`src/rtl/wb_unit.sv`:
```
// ---------------------------------------------------------------------------
// wb_unit -- RV64 writeback stage, sole writer of the GPR register file.
//
// Latches the MEM-stage result into the MEM/WB register on posedge, formats
// load data (byte/half/word/double, signed/unsigned) and drives the register
// file write port for the whole following cycle. The register file commits on
// the falling edge, so decode sees the new value without a WB->ID bypass.
//
// Optional feature macro: WB_INSTRET_EN (retired-instruction counter). When
// undefined no counter is built and instret is tied to zero.
//
// Ports:
//   clk, rst_n        clock (posedge) / asynchronous active-low reset
//   stall, flush      hold / bubble the MEM/WB register (flush wins)
//   mem_valid         MEM stage holds a real instruction
//   mem_reg_write     instruction writes rd
//   mem_rd            destination register index
//   mem_is_load       select load path instead of ALU result
//   mem_funct3        load size/sign (RV64 encoding)
//   mem_addr_lo       low address bits of the load
//   mem_alu_result    ALU/CSR/link result
//   mem_load_data     raw aligned doubleword from data memory
//   rf_we             register-file write enable
//   rf_write_num      register-file write index
//   rf_in_value       register-file write data
//   fwd_valid         WB holds a forwardable result (== rf_we)
//   wb_illegal        WB holds a load with funct3 = 3'b111
//   instret           retired-instruction count
// ---------------------------------------------------------------------------
module wb_unit #(
    parameter int unsigned XLEN     = 64,
    parameter int unsigned REG_BITS = 5
) (
    input  logic                clk,
    input  logic                rst_n,
    input  logic                stall,
    input  logic                flush,
    input  logic                mem_valid,
    input  logic                mem_reg_write,
    input  logic [REG_BITS-1:0] mem_rd,
    input  logic                mem_is_load,
    input  logic [2:0]          mem_funct3,
    input  logic [2:0]          mem_addr_lo,
    input  logic [XLEN-1:0]     mem_alu_result,
    input  logic [XLEN-1:0]     mem_load_data,
    output logic                rf_we,
    output logic [REG_BITS-1:0] rf_write_num,
    output logic [XLEN-1:0]     rf_in_value,
    output logic                fwd_valid,
    output logic                wb_illegal,
    output logic [63:0]         instret
);

    // MEM/WB pipeline register
    logic                r_valid;
    logic                r_reg_write;
    logic [REG_BITS-1:0] r_rd;
    logic                r_is_load;
    logic [2:0]          r_funct3;
    logic [2:0]          r_addr_lo;
    logic [XLEN-1:0]     r_alu_result;
    logic [XLEN-1:0]     r_load_data;

    logic [7:0]          w_byte;
    logic [15:0]         w_half;
    logic [31:0]         w_word;
    logic [XLEN-1:0]     w_result;
    logic                w_illegal;

    // Flush only clears valid; the payload fields are don't-care in a bubble
    // and are simply left holding.
    always_ff @(posedge clk or negedge rst_n) begin
        if (!rst_n) begin
            r_valid      <= 1'b0;
            r_reg_write  <= 1'b0;
            r_rd         <= '0;
            r_is_load    <= 1'b0;
            r_funct3     <= '0;
            r_addr_lo    <= '0;
            r_alu_result <= '0;
            r_load_data  <= '0;
        end else if (flush) begin
            r_valid      <= 1'b0;
        end else if (!stall) begin
            r_valid      <= mem_valid;
            r_reg_write  <= mem_reg_write;
            r_rd         <= mem_rd;
            r_is_load    <= mem_is_load;
            r_funct3     <= mem_funct3;
            r_addr_lo    <= mem_addr_lo;
            r_alu_result <= mem_alu_result;
            r_load_data  <= mem_load_data;
        end
    end

    // Lane extraction; the unused low address bits are dropped, which aligns
    // misaligned accesses down without trapping.
    assign w_byte = r_load_data[{r_addr_lo, 3'b000} +: 8];
    assign w_half = r_load_data[{r_addr_lo[2:1], 4'b0000} +: 16];
    assign w_word = r_load_data[{r_addr_lo[2], 5'b00000} +: 32];

    always_comb begin
        w_result = r_alu_result;
        if (r_is_load) begin
            case (r_funct3)
                3'd0:    w_result = {{(XLEN-8){w_byte[7]}}, w_byte};
                3'd4:    w_result = {{(XLEN-8){1'b0}}, w_byte};
                3'd1:    w_result = {{(XLEN-16){w_half[15]}}, w_half};
                3'd5:    w_result = {{(XLEN-16){1'b0}}, w_half};
                3'd2:    w_result = {{(XLEN-32){w_word[31]}}, w_word};
                3'd6:    w_result = {{(XLEN-32){1'b0}}, w_word};
                3'd3:    w_result = r_load_data;
                default: w_result = '0;
            endcase
        end
    end

    assign w_illegal    = r_valid & r_is_load & (r_funct3 == 3'b111);
    assign rf_we        = r_valid & r_reg_write & (r_rd != '0) & ~w_illegal;
    assign fwd_valid    = rf_we;
    assign wb_illegal   = w_illegal;
    assign rf_write_num = r_rd;
    assign rf_in_value  = w_result;

`ifdef WB_INSTRET_EN
    logic [63:0] r_instret;

    // Retire the outgoing entry when the register accepts a new one.
    always_ff @(posedge clk or negedge rst_n) begin
        if (!rst_n) begin
            r_instret <= '0;
        end else if (!flush && !stall && r_valid && !w_illegal) begin
            r_instret <= r_instret + 64'd1;
        end
    end

    assign instret = r_instret;
`else
    assign instret = '0;
`endif

endmodule

```
`config.mk`:
```
export PLATFORM = sky130hd
export DESIGN_NAME = wb_unit
export DESIGN_NICKNAME = d
export VERILOG_FILES = /design/src/rtl/wb_unit.sv
export SDC_FILE = /design/constraint.sdc
export NUM_CORES = 1
export LEC_CHECK = 0
export BUFFER_PORTS_ARGS = -buffer_cell sky130_fd_sc_hd__buf_2
export CAP_MARGIN = 20
export CELL_PAD_IN_SITES_DETAIL_PLACEMENT = 0
export CELL_PAD_IN_SITES_GLOBAL_PLACEMENT = 1
export CORE_UTILIZATION = 35
export CTS_CLUSTER_SIZE = 16
export DETAILED_ROUTE_END_ITERATION = 10
export PLACE_DENSITY_LB_ADDON = 0.1
export SLEW_MARGIN = 5
export SYNTH_ARGS = -nofsm -noshare
export SYNTH_HDL_FRONTEND = slang
export SYNTH_SLANG_ARGS = --single-unit
```
`constraint.sdc`:
```
create_clock -name clk -period 1.96 [get_ports clk]
set_input_delay 0.49 -clock clk [delete_from_list [all_inputs] [get_ports clk]]
set_output_delay 0.49 -clock clk [all_outputs]
set_load 0.02 [all_outputs]
```
# Yosys cells after proc, flatten, opt, wreduce, memory -nomap -nowiden
# Index checks and enable logic that the tools add are counted.
# Widths: inputs -> output; s select.
[word_totals]
regBits = 142
inputBits = 146
output_inout_bits = 136
elab_cells = 34
[classes]
n_eq_ne = 8
shift = 3
n_mux = 4
n_bitwise = 8
reduce_logical = 3
[ops]
columns = ["cell", "n"]
rows = [
  ["$pmux 64 s7", 1],
  ["$mux 64", 1],
  ["$shiftx 64x7->16", 1],
  ["$shiftx 64x7->32", 1],
  ["$shiftx 64x7->8", 1],
  ["$eq 3x3->1 const B", 4],
  ["$eq 3x2->1 const B", 2],
  ["$and 1x1->1", 5],
  ["$reduce_bool 5->1", 1],
  ["$eq 3x1->1 const B", 1],
  ["$logic_not 3->1", 1],
  ["$not 1->1", 3],
  ["$mux 1", 2],
  ["$ne 2x1->1 const B", 1],
  ["$reduce_and 2->1", 1],
]

# Logic depth before layout (Yosys ltp)
# Gate-level depths: netlist (run 1).
[logic_depth]
ltp_word = 4
ltp_mapped = 8
ltp_nobuf = 4

# Least setup slack after synthesis (run 1)
# No wires, ideal clock.
[synth_path]
kind = "register to output"
startpoint = "reg r_addr_lo[1]"
endpoint = "out rf_in_value[43]"
t_arrival_ns = 1.861
required_ns = 1.470
setup_slack_ns = -0.391
stages_incl_launch_ff = 8
n_path_buf = 3
path_cell_list = "dfrtp_1 buf_2 or3b_1 o22ai_1 nand2b_1 buf_2 buf_2 a31oi_1"
[synth_between]
elab_chain_len = 3
elab_cells_between_ends = 4
cone_classes = "shift: 2; mux: 2"
[synth_rtl]
columns = ["item", "line_no", "source"]
rows = [
  ["start, declared", "60", "logic [2:0] r_addr_lo;"],
  ["start signal, assigned", "90", "r_addr_lo <= mem_addr_lo;"],
  ["$shiftx 64x7->16 or $shiftx 64x7->8 (tied branches)", "99, 98", ""],
  ["$pmux 64 s7 (*)", "105", "case (r_funct3)"],
  ["$mux 64 (*)", "104", "if (r_is_load) begin"],
  ["end, declared", "48", "output logic [XLEN-1:0] rf_in_value,"],
]
# Mark *: on every way between the ends. The rest lies on a longest branch, timed or not.

# Worst setup path in the final report (run 1)
[layout_path]
startpoint = "reg r_addr_lo[2]"
endpoint = "out rf_in_value[39]"
[layout_between]
elab_chain_len = 3
elab_cells_between_ends = 5
cone_classes = "shift: 3; mux: 2"
[layout_rtl]
columns = ["item", "line_no", "source"]
rows = [
  ["$shiftx 64x7->32 (tied with other cells)", "100", "assign w_word = r_load_data[{r_addr_lo[2], 5'b00000} +: 32];"],
  ["$pmux 64 s7 (*)", "105", ""],
  ["$mux 64 (*)", "104", ""],
]
# Marked as above.

==> results of run 1 <==
[worst paths after layout]
path / startpoint / end / cells past startpoint
worst max-delay path: r_addr_lo[2]$_DFFE_PN0P_ / rf_in_value[39] / 8
worst min-delay path: flush / r_valid$_DFFE_PN0P_ / 2
worst max register to register: r_funct3[1]$_DFFE_PN0P_ / r_funct3[1]$_DFFE_PN0P_ / 5
worst min register to register: r_alu_result[11]$_DFFE_PN0P_ / r_alu_result[11]$_DFFE_PN0P_ / 1
max in group asynchronous: rst_n / r_load_data[33]$_DFFE_PN0P_ / 3
min in group asynchronous: rst_n / r_alu_result[42]$_DFFE_PN0P_ / 2
[worst max-delay path, stage by stage (launching register included)]
cell and delay [ns]:
dfrtp_2 0.45, buf_4 0.17, mux2i_4 0.19, nor4_4 0.26, buf_12 0.21, a221oi_1 0.06
buf_4 0.15, a31oi_4 0.19, buf_6 0.14
[per-layer routing]
metal	vias up	GRT usage, %
li1	3410	-
met1	3799	35.0
met4	0	6.68
met2	301	43.0
met3	35	4.65
met5	-	0
[through the flow]
stage | std cells | TNS [ns] | power, W | utilization [%] | cell area [um^2]
2_1_floorplan | 809 | -10.93 | 0.00698 | - | 9460
3_3_place_gp | 1347 | -23.53 | 0.00875 | 49.5 | 11300
3_5_place_dp | 1347 | -25.09 | 0.00881 | 49.5 | 11300
4_1_cts | 1396 | -50.95 | 0.0129 | 55.3 | 12600
5_1_grt | 1410 | -55.13 | 0.0137 | 56.8 | 13000
6_report | 1410 | -48.72 | 0.0132 | 56.8 | 13000
[area by class of cell]
cell class	instances	share of cell area, %
Multi-Input combinational cell	522	39.8
Sequential cell	142	27.5
Timing Repair Buffer	389	24.7
Clock buffer	17	3.28
Tap cell	313	3.02
Clock inverter	15	1.35
Inverter	12	0.386
[registers in the layout (all words and copies together), names as in the netlist]
| register | count |
|---|---|
| r_alu_result | 64 |
| r_addr_lo | 3 |
| r_valid | 1 |
| rf_write_num | 5 |
| r_load_data | 64 |
| r_is_load | 1 |
| r_funct3 | 3 |
| r_reg_write | 1 |
[where the power goes]
part / total, W / switching [W] / leakage, nW / internal (W)
clock network: 0.00343 / 0.00150 / 0.291 / 0.00193
registers: 0.00388 / 0.000515 / 1.67 / 0.00336
logic: 0.00584 / 0.00285 / 3.62 / 0.00299
total: 0.0132 / 0.00487 / 5.57 / 0.00828
[synth_stat cells (16+ instances only)]
master / number / area, um^2
mux2_2: 133 / 1500
a21oi_1: 57 / 285
mux2i_1: 42 / 420
dfrtp_1: 142 / 3550
clkbuf_1: 40 / 150
nor2_1: 19 / 71.3
a31oi_1: 57 / 357
nand2_1: 18 / 67.6
a222oi_1: 16 / 160
a221oi_1: 34 / 298
buf_2: 27 / 135
buf_4: 66 / 495
[cells by family (layout without fill, tap and decap cells)]
family | after synthesis | after routing | synth area share, %
compound gates | 208 | 209 | 17.8
mux | 178 | 178 | 24.2
buf+inv | 147 | 433 | 10.2
flops | 142 | 142 | 43.2
simple gates | 70 | 71 | 4.46
other cells | 1 | 64 | 0.0456
[timing repair]
item | 4_1_cts | 5_1_grt
setup buffers | 10 | 13
endpoints found under the hold margin | 1 | 0
cloned | 6 | 5
hold buffers | 1 | 0
pin swaps | 8 | 23
endpoints found under the setup margin | 67 | 67
gates resized for setup | 149 | 48
==> impl_metrics.tcl, run 1 <==
set metrics [dict create \
    finalSetupViolations 67 \
    worstPathArrival_ns 2.27 \
    p_per_area_mw_per_mm2 1010 \
    grt.total_usage_pct 25.9 \
    ys.flop_type "dfrtp_1" \
    fp-row-count 55 \
    grt_max_degree 74 \
    ys_ff_latch 142 \
    drv_slew 0 \
    crit_path_start_kind "flop" \
    fill_cells 1963 \
    die_width_um 155 \
    end_kind "output pin" \
    first_iter_violations 502 \
    path_clk_slew_ns 0.07 \
    die_h_um 155 \
    cts.path.max_buffers 2 \
    violations "negative setup slack" \
    first_pass_iters 9 \
    hold_path_class "in2reg" \
    routed.top_layer "met4" \
    maxCapViolCount 0 \
    top_level_ports 282 \
    leakage_nw 5.57 \
    reg2reg_slack_ns 0.70 \
    fmax_mhz 362 \
    cp_max_fo 22 \
    hold_slack_ns 0.254 \
    fp.coreArea_mm2 0.0228 \
    avgSynthCellArea_um2 11.0 \
    cts.sinks 142 \
    place_congestion 0.826 \
    antenna_cells 0 \
    peakVddDrop_v 0.000598 \
    multi_input_area_mm2 0.00516 \
    finalWirelength_mm 31.8 \
    cts_buffers 17 \
    yosysWarnings 0 \
    io_buffer_count 217 \
    vias_per_cell 5.35 \
    synth_cell_type_count 43 \
    cp_data_required_time_ns 1.47 \
    post-dp-hpwl_mm 21.7 \
    route.met3.wl_mm 1.79 \
    ys_seq_area_share_pct 43.2 \
    cts_tree "built" \
    ant_nets 0 \
    hold_viol 0 \
    clkLatencyLatePin_ns 0.43 \
    nets 1230 \
    clock_skew_ns 0 \
    final.min_clock_period_ns 2.76 \
    synth_area_mm2 0.00822 \
    netlist_instances 746 \
    async_flop_share_pct 100 \
    worst-setup-path-type "reg2out" \
    wl_met1_mm 13.9 \
    wl_per_cell_um 22.5 \
    synth_edf_count 0 \
    dp_slack_ns -0.448 \
    period_share_pct 141 \
    dr_total_vias 7545 \
    worst_slack_ns -0.802 \
    area_growth_pct 57.8 \
    drc 0 \
    grt_antenna_before_repair 0 \
    status "finished, violations left" \
    first_global_vias 7881 \
    route.met2.wl_mm 15.6 \
    grt_pass1_wl_mm 47.0 \
    grt_overflow_total 0 \
    clockRootBuffer "clkbuf_16" \
    htreeDepth 4 \
    fp.dieArea_mm2 0.0241 \
    drive_gt1_share_pct 61.6 \
    mostFrequentLayoutCell "buf_2" \
    start_util_pct 36.0 \
    rsz0062_at_grt "true" \
    final_cell_mix "buf_2, buf_4, dfrtp_1, mux2_2, buf_6" \
    seqCellArea_mm2 0.00356 \
]
Note: power is estimated with default switching activity, not from simulation.
==> run 2, diff against run 1 <==
--- a/config.mk
+++ b/config.mk
@@ -5,11 +5,12 @@
 export SDC_FILE = /design/constraint.sdc
 export NUM_CORES = 1
 export LEC_CHECK = 0
+export ABC_AREA = 1
 export BUFFER_PORTS_ARGS = -buffer_cell sky130_fd_sc_hd__buf_2
 export CAP_MARGIN = 20
 export CELL_PAD_IN_SITES_DETAIL_PLACEMENT = 0
 export CELL_PAD_IN_SITES_GLOBAL_PLACEMENT = 1
-export CORE_UTILIZATION = 35
+export CORE_UTILIZATION = 33
 export CTS_CLUSTER_SIZE = 16
 export DETAILED_ROUTE_END_ITERATION = 10
 export PLACE_DENSITY_LB_ADDON = 0.1
==> impl_metrics.tcl, run 2 <==
set metrics [dict create \
    synth_fa_ha_area_share_pct 0 \
    grt.total_usage_pct 23.1 \
    period_share_pct 132 \
    area_growth_pct 45.1 \
    hp-start "mem_load_data[36]" \
    die_width_um 164 \
    ant_nets 0 \
    grt_max_degree 71 \
    place_area_mm2 0.0106 \
    vias_per_cell 4.77 \
    first_pass_iters 5 \
    crit_path_start "r_addr_lo[1]$_DFFE_PN0P_" \
    path_cells "buf_6 > buf_6 > buf_12 > o211ai_1 > nand2_1 > nand2_1 > nand3_2 > nand2_1 > o21ai_1 > buf_4" \
    ys_seq_area_share_pct 41.2 \
    drive_gt1_share_pct 42.4 \
    worstReg2RegStart "r_addr_lo[2]$_DFFE_PN0P_" \
    grt_pass1_wl_mm 46.6 \
    yosysWarnings 0 \
    rsz0062_at_grt "true" \
    muxShareOfSynthArea_pct 9.40 \
    drv_slew 0 \
    grt_antenna_before_repair 2 \
    combPwrFrac_pct 40.7 \
    avgSynthCellArea_um2 7.62 \
    hold_path_class "in2reg" \
    p_sw_share_pct 37.3 \
    status "finished, violations left" \
    synth_top_family_by_area "simple AND/OR/NAND/NOR gates" \
    nets 1568 \
    fp.coreArea_mm2 0.0254 \
    start_util_pct 33.9 \
    path_clk_slew_ns 0.07 \
    power_switching_w 0.00437 \
    final_cell_mix "nand2_1, buf_2, dfrtp_1, buf_4, o21ai_0" \
    fin_setup_tns_ns -37.74 \
    clock_skew_ns 0 \
    leakage_nw 6.32 \
    max_stage_delay_ns 0.41 \
    fin_util_pct 49.3 \
    cp_max_fo 10 \
    p_clk_share_pct 28.5 \
    netlist_instances 1131 \
    fmax_mhz 386 \
    final.min_clock_period_ns 2.59 \
    synth.most_common_cell "nand2_1" \
    wl_per_cell_um 17.6 \
    clkLatencyLatePin_ns 0.43 \
    cts_buffers 17 \
    hold_viol 0 \
    cts.path.max_buffers 2 \
    cts.sinks 142 \
    violations "negative setup slack" \
    place_congestion 0.864 \
    worstPathArrival_ns 2.10 \
    drc 0 \
    ys.flop_type "dfrtp_1" \
    synth_area_mm2 0.00862 \
    io_buffer_count 217 \
    cts_tree "built" \
    synth_cell_type_count 30 \
    fp-row-count 58 \
    critPathBufInv 4 \
    ys_ff_latch 142 \
    dp_slack_ns -0.319 \
    clockRootBuffer "clkbuf_16" \
    ys_top_cells_by_area "dfrtp_1, nand2_1, mux2_2, buf_4, o21ai_0" \
    yosys.area_share.simple_pct 23.6 \
    maxCapViolCount 0 \
    async_flop_share_pct 100 \
    finalWirelength_mm 31.2 \
    worst_slack_ns -0.629 \
    post-dp-hpwl_mm 22.3 \
    synthXorXnorAreaFrac_pct 0 \
    end_kind "output pin" \
    fp.dieArea_mm2 0.0268 \
    mostFrequentLayoutCell "nand2_1" \
    yosys.area.top_type "dfrtp_1" \
    p_per_area_mw_per_mm2 937 \
    synth-compound-area-share_pct 11.7 \
    die_h_um 164 \
    synthTopCellsByCount "nand2_1, dfrtp_1, o21ai_0, nand3_1, inv_1" \
    top_level_ports 282 \
    cellInternalPower_w 0.00736 \
    crit_path_start_kind "flop" \
    cp_data_required_time_ns 1.47 \
    first_global_vias 8131 \
    synth_top_cell_area_share_pct 41.2 \
    slowest_stage "dfrtp_1" \
    first_iter_violations 557 \
    grt_overflow_total 0 \
    synth_edf_count 0 \
    design_area_mm2 0.0125 \
    peakVddDrop_v 0.000469 \
    finalSetupViolations 67 \
    critPathMostFrequentCell "nand2_1" \
    seqPwrFrac_pct 30.9 \
    worst-setup-path-type "reg2out" \
    dr_total_vias 8425 \
    crit_family "buffers and inverters" \
    htreeDepth 4 \
]
run 2: changes by cell type after synthesis, moves of 16 or more:
cell      change
nand3_1      +93
inv_1        +72
a221oi_1     -34
mux2i_1      -42
nand2_1     +361
mux2_2       -61
a222oi_1     -16
a31oi_1      -57
a21oi_1      -25
o21ai_0      +98
run 2: what timing repair did:
action                                 in CTS  in global routing
cloned                                      4                  6
gates resized for setup                   183                 91
setup endpoints to repair                  66                 67
buffers inserted                           14                  9
pin swaps                                  21                 27
hold buffers                                1                  0
endpoints found under the hold margin      31                  0
run 2: worst paths after layout:
path / endpoint / slack (ns) / depth (start not counted)
max: rf_in_value[4] / -0.63 / 10
min: r_load_data[36]$_DFFE_PN0P_ / 0.25 / 3
max reg2reg: r_addr_lo[2]$_DFFE_PN0P_ / 0.81 / 3
min reg2reg: r_alu_result[10]$_DFFE_PN0P_ / 0.51 / 1
max in group asynchronous: r_load_data[22]$_DFFE_PN0P_ / 0.83 / 3
min in group asynchronous: r_alu_result[39]$_DFFE_PN0P_ / 0.52 / 2
run 2: layout make-up:
class                      count  area [um^2]
antenna                        1         2.50
clock buffer                  17          425
clock inverter                15          159
fill                        2593        12900
inverter                      92          360
multi-input combinational    819         4640
sequential                   142         3560
tap                          330          413
timing repair buffer         350         2950
run 2: kinds of logic (layout without fill, tap and decap cells):
kind of cell,after synthesis,count (layout)
other cells,1,65
simple gates,502,502
compound gates,181,181
mux,72,72
flops,142,142
buf+inv,233,474
run 2: worst reg2reg max path, cell delays in order (launching register included):
cell and delay (ns):
dfrtp_2 0.43, inv_2 0.10, buf_4 0.19, o21ai_0 0.30
run 2: power groups by stage:
| stage | sequential [W] | combinational, W | clock, W |
|---|---|---|---|
| 6_report | 0.00362 | 0.00477 | 0.00334 |
| 5_1_grt | 0.00366 | 0.00518 | 0.00354 |
| 4_1_cts | 0.00361 | 0.00444 | 0.00342 |
| 3_5_place_dp | 0.00366 | 0.00383 | 0 |
| 3_3_place_gp | 0.00365 | 0.00382 | 0 |
| 2_1_floorplan | 0.00358 | 0.00241 | 0 |
run 2: routing by layer:
metal / routed length [um] / track usage (%) / vias up
met4: 644 / 6.10 / 2
li1: - / - / 4111
met2: 14600 / 36.7 / 273
met1: 14200 / 31.7 / 4009
met3: 1780 / 4.77 / 30
met5: 10 / 0 / -
run 2: through the flow:
step	instances	hold slack, ns	power [W]
3_5_place_dp	1700	0.421	0.00749
3_3_place_gp	1700	0.421	0.00747
5_1_grt	1766	0.256	0.0124
6_report	1766	0.253	0.0117
2_1_floorplan	1194	0.194	0.00599
4_1_cts	1750	0.250	0.0115
==> run 3, diff against run 2 <==
==> constraint.sdc (replaced) <==
create_clock -name clk -period 1.96 [get_ports clk]
set_input_delay 0.196 -clock clk [delete_from_list [all_inputs] [get_ports clk]]
set_output_delay 0.196 -clock clk [all_outputs]
set_load 0.02 [all_outputs]
==> impl_metrics.tcl, run 3 (synthesis results as in run 2) <==
set metrics [dict create \
    first_pass_iters 4 \
    fp.dieArea_mm2 0.0268 \
    cp_max_fo 8 \
    nets 1671 \
    worst-setup-path-type "reg2out" \
    grt_overflow_total 0 \
    ant_nets 0 \
    critPathMostFrequentCell "nand2_2" \
    fp-row-count 58 \
    hold_viol 0 \
    grt_pass1_wl_mm 48.6 \
    cp_data_required_time_ns 1.76 \
    place_congestion 0.870 \
    violations "negative setup slack" \
    rsz0062_at_grt "true" \
    leakage_nw 6.90 \
    cts_buffers 17 \
    hold_path_class "in2reg" \
    p_per_area_mw_per_mm2 883 \
    dp_slack_ns -0.140 \
    multi_input_area_mm2 0.00468 \
    crit_path_start_kind "flop" \
    dr_total_vias 8757 \
    fill_cells 2464 \
    worst_slack_ns -0.350 \
    slowest_stage "dfrtp_2" \
    seqCellArea_mm2 0.00356 \
    antenna_cells 0 \
    hold_slack_ns 0.00302 \
    drv_slew 0 \
    drive_gt1_share_pct 38.1 \
    period_share_pct 118 \
    grt.total_usage_pct 24.0 \
    cts.sinks 142 \
    grt_max_degree 91 \
    clkLatencyLatePin_ns 0.43 \
    first_iter_violations 461 \
    worstPathArrival_ns 2.11 \
    first_global_vias 8661 \
    fmax_mhz 433 \
    post-dp-hpwl_mm 21.8 \
    die_h_um 164 \
    clock_skew_ns 0 \
    finalWirelength_mm 32.6 \
    peakVddDrop_v 0.000479 \
    mostFrequentLayoutCell "nand2_1" \
    top_level_ports 282 \
    maxCapViolCount 0 \
    htreeDepth 4 \
    status "finished, violations left" \
    fp.coreArea_mm2 0.0254 \
    vias_per_cell 4.69 \
    path_clk_slew_ns 0.06 \
    cts_tree "built" \
    cts.path.max_buffers 2 \
    final_cell_mix "nand2_1, buf_2, dfrtp_1, dlygate4sd3_1, buf_4" \
    final.min_clock_period_ns 2.31 \
    end_kind "output pin" \
    start_util_pct 33.9 \
    drc 0 \
    max_stage_delay_ns 0.44 \
    grt_antenna_before_repair 0 \
    path_cells "buf_8 > nand2_2 > nand3_2 > nand2_2 > nand2_2 > nand3_4 > buf_12 > clkbuf_16 > nand3_1 > nand2_1 > nand2_1 > buf_6" \
    clockRootBuffer "clkbuf_16" \
    io_buffer_count 217 \
    wl_per_cell_um 17.4 \
    area_growth_pct 59.2 \
    die_width_um 164 \
    finalSetupViolations 64 \
]
-- run 3: changes by cell type in the layout (fill, tap and decap cells not counted), sizes merged --
cell and delta:
buf -13, bufinv +2, clkbuf +3, diode -1
dlygate4sd3 +115, inv -4
-- run 3: path summary, 6_finish.rpt --
check | cells after the start | startpoint | to | slack, ns
setup / recovery | 12 | r_addr_lo[1]$_DFFE_PN0P_ | rf_in_value[43] | -0.35
hold / removal | 3 | mem_load_data[18] | r_load_data[18]$_DFFE_PN0P_ | 0.003
setup reg to reg | 3 | r_valid$_DFFE_PN0P_ | r_valid$_DFFE_PN0P_ | 0.73
hold reg to reg | 1 | r_alu_result[10]$_DFFE_PN0P_ | r_alu_result[10]$_DFFE_PN0P_ | 0.50
max in group asynchronous | 3 | rst_n | r_addr_lo[1]$_DFFE_PN0P_ | 0.99
min in group asynchronous | 2 | rst_n | r_alu_result[42]$_DFFE_PN0P_ | 0.26
-- run 3: timing repair --
action,CTS,global route
gates resized for setup,182,138
hold buffers,115,1
endpoints found under the setup margin,64,66
setup buffers,18,9
pin swaps,15,49
endpoints found under the hold margin,152,1
cloned,6,6
-- run 3: metal layers --
layer  up-vias  part of all wire [%]  wire length [um]  track usage, %
li1       4308                     -                 -               -
met1      4163                    47             15300            33.1
met2       246                    46             15000            38.0
met3        40                   4.6              1490            4.01
met4         0                   2.4               795            7.79
met5         -                     0                 0               0
-- run 3: cell type report --
class / count / area share, %
flip-flops and latches: 142 / 25.9
clock inverters: 13 / 1.37
repair buffers: 453 / 29.8
multi-input cells: 819 / 34.1
well taps: 330 / 3.01
inverters: 92 / 2.67
clock buffers: 19 / 3.15
-- run 3: power by group --
group          switching, W  internal [W]  leakage [nW]
combinational       0.00269       0.00229          4.91
sequential         0.000296       0.00334          1.70
clock               0.00138       0.00214         0.294
-- run 3: metrics by stage --
step / cell area (um^2) / total power (W) / std cells / utilization, % / setup TNS [ns]
2_1_floorplan: 8860 / 0.00591 / 1194 / - / 0
3_3_place_gp: 10400 / 0.00734 / 1684 / 40.8 / -0.783
3_5_place_dp: 10400 / 0.00735 / 1684 / 40.8 / -0.859
4_1_cts: 13000 / 0.0117 / 1853 / 51.1 / -18.49
5_1_grt: 13700 / 0.0128 / 1868 / 54.0 / -25.70
6_report: 13700 / 0.0121 / 1868 / 54.0 / -19.35
-- run 3: critical path: cells and delay by family (launching register included) --
family | cells | cell delay (ns)
buffers and inverters | 4 | 0.65
flip-flops | 1 | 0.44
AND/OR/NAND/NOR | 8 | 0.58
